<file path="config.mk">
export PLATFORM = sky130hd
export DESIGN_NAME = dial_emulator
export DESIGN_NICKNAME = d
export VERILOG_FILES = /design/src/rtl/dial_emulator.sv
export SDC_FILE = /design/constraint.sdc
export NUM_CORES = 1
export LEC_CHECK = 0
export CORE_UTILIZATION = 31
export DETAILED_ROUTE_END_ITERATION = 7
export MAX_ROUTING_LAYER = met4
export PLACE_DENSITY_LB_ADDON = 0.12
export REMOVE_ABC_BUFFERS = 1
export SETUP_SLACK_MARGIN = 0.15
export SKIP_CTS_REPAIR_TIMING = 1
export SLEW_MARGIN = 25
export SYNTH_ARGS = -nofsm -noshare
export SYNTH_HDL_FRONTEND = slang
export SYNTH_SLANG_ARGS = --single-unit
</file>
<file path="constraint.sdc">
create_clock -name clock -period 5.3 [get_ports clock]
set_clock_uncertainty 0.1 [all_clocks]
set_input_delay 1.06 -clock clock [delete_from_list [all_inputs] [get_ports clock]]
set_output_delay 1.06 -clock clock [all_outputs]
set_load 0.03 [all_outputs]
</file>
<file path="src/rtl/dial_emulator.sv">
`default_nettype none
// ============================================================================
// Module   : dial_emulator
// Brief    : Quadrature rotary-dial stimulus generator: rotates an emulated
//            dial to a target digit, then presses and releases its button.
// Revision : 1.0 - initial release
// ============================================================================
module dial_emulator #(
    parameter int STEP_TICKS  = 4,
    parameter int PRESS_TICKS = 8
) (
    input  logic       clock,
    input  logic       n_reset,
    input  logic       cmd_valid,
    output logic       cmd_ready,
    input  logic [3:0] cmd_digit,
    input  logic       cmd_dir,
    input  logic       abort,
    output logic [7:0] re_out,
    output logic [3:0] pos_out,
    output logic       busy,
    output logic       err
);

    localparam int MAX_TICKS = (STEP_TICKS > PRESS_TICKS) ? STEP_TICKS : PRESS_TICKS;
    localparam int CNT_W     = (MAX_TICKS > 1) ? $clog2(MAX_TICKS) : 1;
    localparam logic [CNT_W-1:0] STEP_LAST  = CNT_W'(STEP_TICKS - 1);
    localparam logic [CNT_W-1:0] PRESS_LAST = CNT_W'(PRESS_TICKS - 1);

    typedef enum logic [1:0] {
        ST_IDLE   = 2'd0,
        ST_ROTATE = 2'd1,
        ST_PRESS  = 2'd2,
        ST_GAP    = 2'd3
    } state_t;

    state_t           state_q,  state_d;
    logic [CNT_W-1:0] cnt_q,    cnt_d;
    logic [1:0]       phase_q,  phase_d;
    logic [1:0]       ba_q,     ba_d;
    logic             press_q,  press_d;
    logic [3:0]       pos_q,    pos_d;
    logic [3:0]       target_q, target_d;
    logic             dir_q,    dir_d;
    logic             err_q,    err_d;
    logic [3:0]       pos_next;
    logic [1:0]       phase_inc;

    // Phase index 1..3 are the intermediate {B,A} codes; index 0 is the detent.
    function automatic logic [1:0] phase_ba(input logic [1:0] idx, input logic dir);
        logic [1:0] ba;
        case (idx)
            2'd1:    ba = dir ? 2'b10 : 2'b01;
            2'd2:    ba = 2'b11;
            2'd3:    ba = dir ? 2'b01 : 2'b10;
            default: ba = 2'b00;
        endcase
        return ba;
    endfunction

    always_comb begin
        if (dir_q) pos_next = (pos_q == 4'd0) ? 4'd9 : pos_q - 4'd1;
        else       pos_next = (pos_q == 4'd9) ? 4'd0 : pos_q + 4'd1;
    end

    assign phase_inc = phase_q + 2'd1;

    always_comb begin
        state_d  = state_q;
        cnt_d    = cnt_q;
        phase_d  = phase_q;
        ba_d     = ba_q;
        press_d  = press_q;
        pos_d    = pos_q;
        target_d = target_q;
        dir_d    = dir_q;
        err_d    = 1'b0;

        case (state_q)
            ST_IDLE: begin
                if (cmd_valid) begin
                    if (cmd_digit > 4'd9) begin
                        err_d = 1'b1;
                    end else begin
                        target_d = cmd_digit;
                        dir_d    = cmd_dir;
                        cnt_d    = '0;
                        phase_d  = 2'd0;
                        ba_d     = 2'b00;
                        if (cmd_digit == pos_q) begin
                            state_d = ST_PRESS;
                            press_d = 1'b1;
                        end else begin
                            state_d = ST_ROTATE;
                        end
                    end
                end
            end
            ST_ROTATE: begin
                if (cnt_q == STEP_LAST) begin
                    cnt_d   = '0;
                    phase_d = phase_inc;
                    ba_d    = phase_ba(phase_inc, dir_q);
                    // Position only moves when the step returns to the detent.
                    if (phase_q == 2'd3) begin
                        pos_d = pos_next;
                        if (pos_next == target_q) begin
                            state_d = ST_PRESS;
                            press_d = 1'b1;
                        end
                    end
                end else begin
                    cnt_d = cnt_q + CNT_W'(1);
                end
            end
            ST_PRESS: begin
                if (cnt_q == PRESS_LAST) begin
                    cnt_d   = '0;
                    press_d = 1'b0;
                    state_d = ST_GAP;
                end else begin
                    cnt_d = cnt_q + CNT_W'(1);
                end
            end
            default: begin
                if (cnt_q == PRESS_LAST) begin
                    cnt_d   = '0;
                    state_d = ST_IDLE;
                end else begin
                    cnt_d = cnt_q + CNT_W'(1);
                end
            end
        endcase

        // Cancel returns to the detent but keeps the last completed position.
        if (abort && (state_q != ST_IDLE)) begin
            state_d = ST_IDLE;
            cnt_d   = '0;
            phase_d = 2'd0;
            ba_d    = 2'b00;
            press_d = 1'b0;
            pos_d   = pos_q;
        end
    end

    always_ff @(posedge clock or negedge n_reset) begin
        if (!n_reset) begin
            state_q  <= ST_IDLE;
            cnt_q    <= '0;
            phase_q  <= 2'd0;
            ba_q     <= 2'b00;
            press_q  <= 1'b0;
            pos_q    <= 4'd0;
            target_q <= 4'd0;
            dir_q    <= 1'b0;
            err_q    <= 1'b0;
        end else begin
            state_q  <= state_d;
            cnt_q    <= cnt_d;
            phase_q  <= phase_d;
            ba_q     <= ba_d;
            press_q  <= press_d;
            pos_q    <= pos_d;
            target_q <= target_d;
            dir_q    <= dir_d;
            err_q    <= err_d;
        end
    end

    assign cmd_ready = (state_q == ST_IDLE);
    assign busy      = ~cmd_ready;
    assign re_out    = {5'b00000, press_q, ba_q};
    assign pos_out   = pos_q;
    assign err       = err_q;

endmodule
`default_nettype wire
</file>
==> impl_metrics.toml <==
[timing]
slew_headroom_pct = 63.0
rsz_0062_raised_after_global_routing = "no"
setup_tns_ps = 0
slew_violations = 0
post-route-worst-setup-slack_ps = 1970
count_of_endpoints_failing_hold_in_the_final_timing_report = 0
hold_slack_ps = 388
layout_worst_path_cycle_share_pct = 62.8
finalSetupViolCount = 0
fmax_ghz = 0.301
worst_max_slew_pin_slew_ps = 549
timing.final.crit_period_ps = 3330

[detailed_routing]
detail_route.wirelength_um = 3710
drt-pass1-iter-count = 4
routed-via-count = 1367
postRouteAntennaNets = 0
avgRoutedWirePerCell_um = 13.1
routed_via_density = 4.83
drtIter0Drc = 76
number_of_design_rule_violations_left_after_detail_routing = 0

[yosys]
yosysSeqAreaShare_pct = 29.6
synth-xor-area-share_pct = 2.59
synth-adder-area-share_pct = 11.8
avgSynthCellArea_um2 = 8.49
synth-compound-area-share_pct = 19.4
asyncSetResetFlopFracSynth_pct = 100
synth-edff-count = 0
combinational_family_with_the_most_area_after_synthesis = "simple AND/OR/NAND/NOR gates"
yosys_register_bits = 20
synthesis.instances = 199
syn_area_um2 = 1690
synthFlopType = "dfrtp_1"
yosys_warnings = 0
yosys.cell_types.count = 55
proportion_of_synthesized_area_in_mux_cells_pct = 1.92
synth-simple-area-share_pct = 26.0

[global_route]
first_global_vias = 1325
grt-ovfl-total = 0
global_route_wire_length_before_repair_um = 6320
overall_fraction_of_global_route_tracks_in_use_pct = 15.1
grt_start_max_net_pins = 21
antenna_violations_before_repair = 0

[placement]
numPlacedInstances = 279
gp_routability_congestion = 0.762
post-dp-hpwl_um = 2780
place.port_buffers = 18
dp_slack_ps = 2100

[clocking]
cts_max_path_buffers = 2
cts_sinks = 20
cts.htree.levels = 1
clk_latency_ps = 260
tritoncts.num_buffers = 3
clock_slew_at_reported_path_ffs_ps = 80
cts_tree = "built"
clock_tree.root_cell = "clkbuf_8"

[pwr]
cellPowerDensity_nw_per_um2 = 440
ir_worst_vdd_mv = 0.187
p_leak_nw = 0.857

[cells_and_area]
antenna_cells = 0
syn_to_final_growth_pct = 15.3
nFillCells = 533
layout.core_utilization_pct = 37.7
drive_above_1_share_pct = 7.98
number_of_nets_at_the_end_of_the_flow = 239
count_of_placed_standard_cells_in_the_final_layout_fillers_left_out = 283

[floorplan]
floorplan.die.height_um = 75.8
design.die.area_um2 = 5750
core.rowCount = 26
io_pins = 24
floorplan.die.width_um = 75.8
core_area_um2 = 5170
initial_core_util_pct = 32.7

[setup_path]
worstSetupStartpointType = "register"
worst_path_top_cell_family_by_delay = "buffers and inverters"
crit_type = "reg -> out"
crit_path_cell_trace = "inv_1, ha_1, inv_1, clkdlybuf4s50_1"
worst-endpoint-arrival_ps = 2170
cp_num_buf_inv = 3
critPathMostFrequentCell = "inv_1"
timing.critical_path.fanout_max = 13
worst-endpoint-required_ps = 4140
cp_slowest_stage_delay_ps = 630
worst_path_max_delay_cell = "clkdlybuf4s50_1"
endpoint_kind = "output pin"

[hold_path]
min_path_type = "reg -> reg"

[outcome]
run_status = "finished, final reports clean"

[run]
max_cap_viol_count = 0
[state kept, by name (all words and copies together), names as in the netlist]
register and count:
phase_q 2, ba_q 2, pos_out 4, err 1, state_q 2, press_q 1
cnt_q 3, dir_q 1, target_q 4
[cell usage after synthesis, drive strengths merged (3+ instances only)]
library cell / instances / area share (%)
nor2b: 5 / 1.9
ha: 16 / 12
nand2b: 6 / 2.2
nand3: 6 / 1.8
nand2: 28 / 6.2
dfrtp: 20 / 30
xor2: 5 / 2.6
nor3: 5 / 2.1
nor3b: 3 / 1.3
nor4: 3 / 1.1
o211ai: 3 / 1.3
a21oi: 5 / 1.5
buf: 11 / 4.5
inv: 14 / 3.1
nor2: 13 / 2.9
o21ai: 14 / 4.1
a211oi: 3 / 1.3
[power by group]
group	leakage (nW)	internal [mW]	switching, mW
sequential	0.252	0.194	0.0495
clock	0.0357	0.101	0.0533
combinational	0.569	0.190	0.271
[worst paths after layout]
| kind | from | to | slack (ps) | depth (start not counted) |
|---|---|---|---|---|
| worst max-delay path | state_q[1]$_DFFE_PN0P_ | busy | 1970 | 4 |
| worst min-delay path | cnt_q[0]$_DFFE_PN0P_ | cnt_q[0]$_DFFE_PN0P_ | 390 | 1 |
| worst max register to register | state_q[1]$_DFFE_PN0P_ | press_q$_DFFE_PN0P_ | 2800 | 8 |
| worst min register to register | cnt_q[0]$_DFFE_PN0P_ | cnt_q[0]$_DFFE_PN0P_ | 390 | 1 |
| max in group asynchronous | n_reset | cnt_q[2]$_DFFE_PN0P_ | 4110 | 1 |
| min in group asynchronous | n_reset | pos_out[1]$_DFFE_PN0P_ | 650 | 1 |
[per-stage QoR]
stage / cell area (µm²) / total power [mW]
final: 1950 / 0.858
after global routing: 1950 / 0.935
after CTS: 1950 / 0.868
after detailed placement: 1880 / 0.708
after global placement: 1880 / 0.714
after floorplan: 1620 / 0.586
[layout make-up]
type / count / area (µm²) / share of cell area, %
multi-input cells: 157 / 1060 / 54.5
flip-flops and latches: 20 / 500 / 25.7
repair buffers: 18 / 175 / 8.99
well taps: 70 / 87.6 / 4.49
inverters: 14 / 52.6 / 2.70
clock buffers: 3 / 41.3 / 2.12
clock inverters: 1 / 30.0 / 1.54
[worst reg2reg max path: stages, from the launching register on]
cell	delay (ps)
dfrtp_1	460
inv_1	180
ha_1	460
nand2_1	160
nor2b_1	420
a311oi_1	250
nor4_1	250
a31oi_1	70
o21ai_1	80
[layer usage]
layer  vias up  share of wire, %  GRT usage (%)
met2        21                45           23.8
met1       620                51           19.8
met5         -                 0              -
met4         0               1.0           4.12
met3         4               2.7           2.91
li1        722                 -              -
[cells by family after synthesis]
kind of cell,Yosys count
XOR/XNOR,5
AO/OA/AOI/OAI,47
other,1
AND/OR/NAND/NOR,81
buffers and inverters,26
adder cells (fa/ha/maj),16
flip-flops,20
multiplexers,3
[cell usage in the layout (no fill, tap or decap), drive strengths merged, types with 3 or more instances in the layout]
| cell type | count |
|---|---|
| nand2 | 28 |
| nor3b | 3 |
| ha | 16 |
| nand2b | 6 |
| o211ai | 3 |
| conb | 5 |
| nor4 | 3 |
| nor2 | 13 |
| nand3 | 6 |
| o21ai | 14 |
| dfrtp | 20 |
| inv | 14 |
| clkbuf | 3 |
| xor2 | 5 |
| a211oi | 3 |
| nor3 | 5 |
| nor2b | 5 |
| clkdlybuf4s50 | 17 |
| a21oi | 5 |
Note: power is estimated with default switching activity, not from simulation.
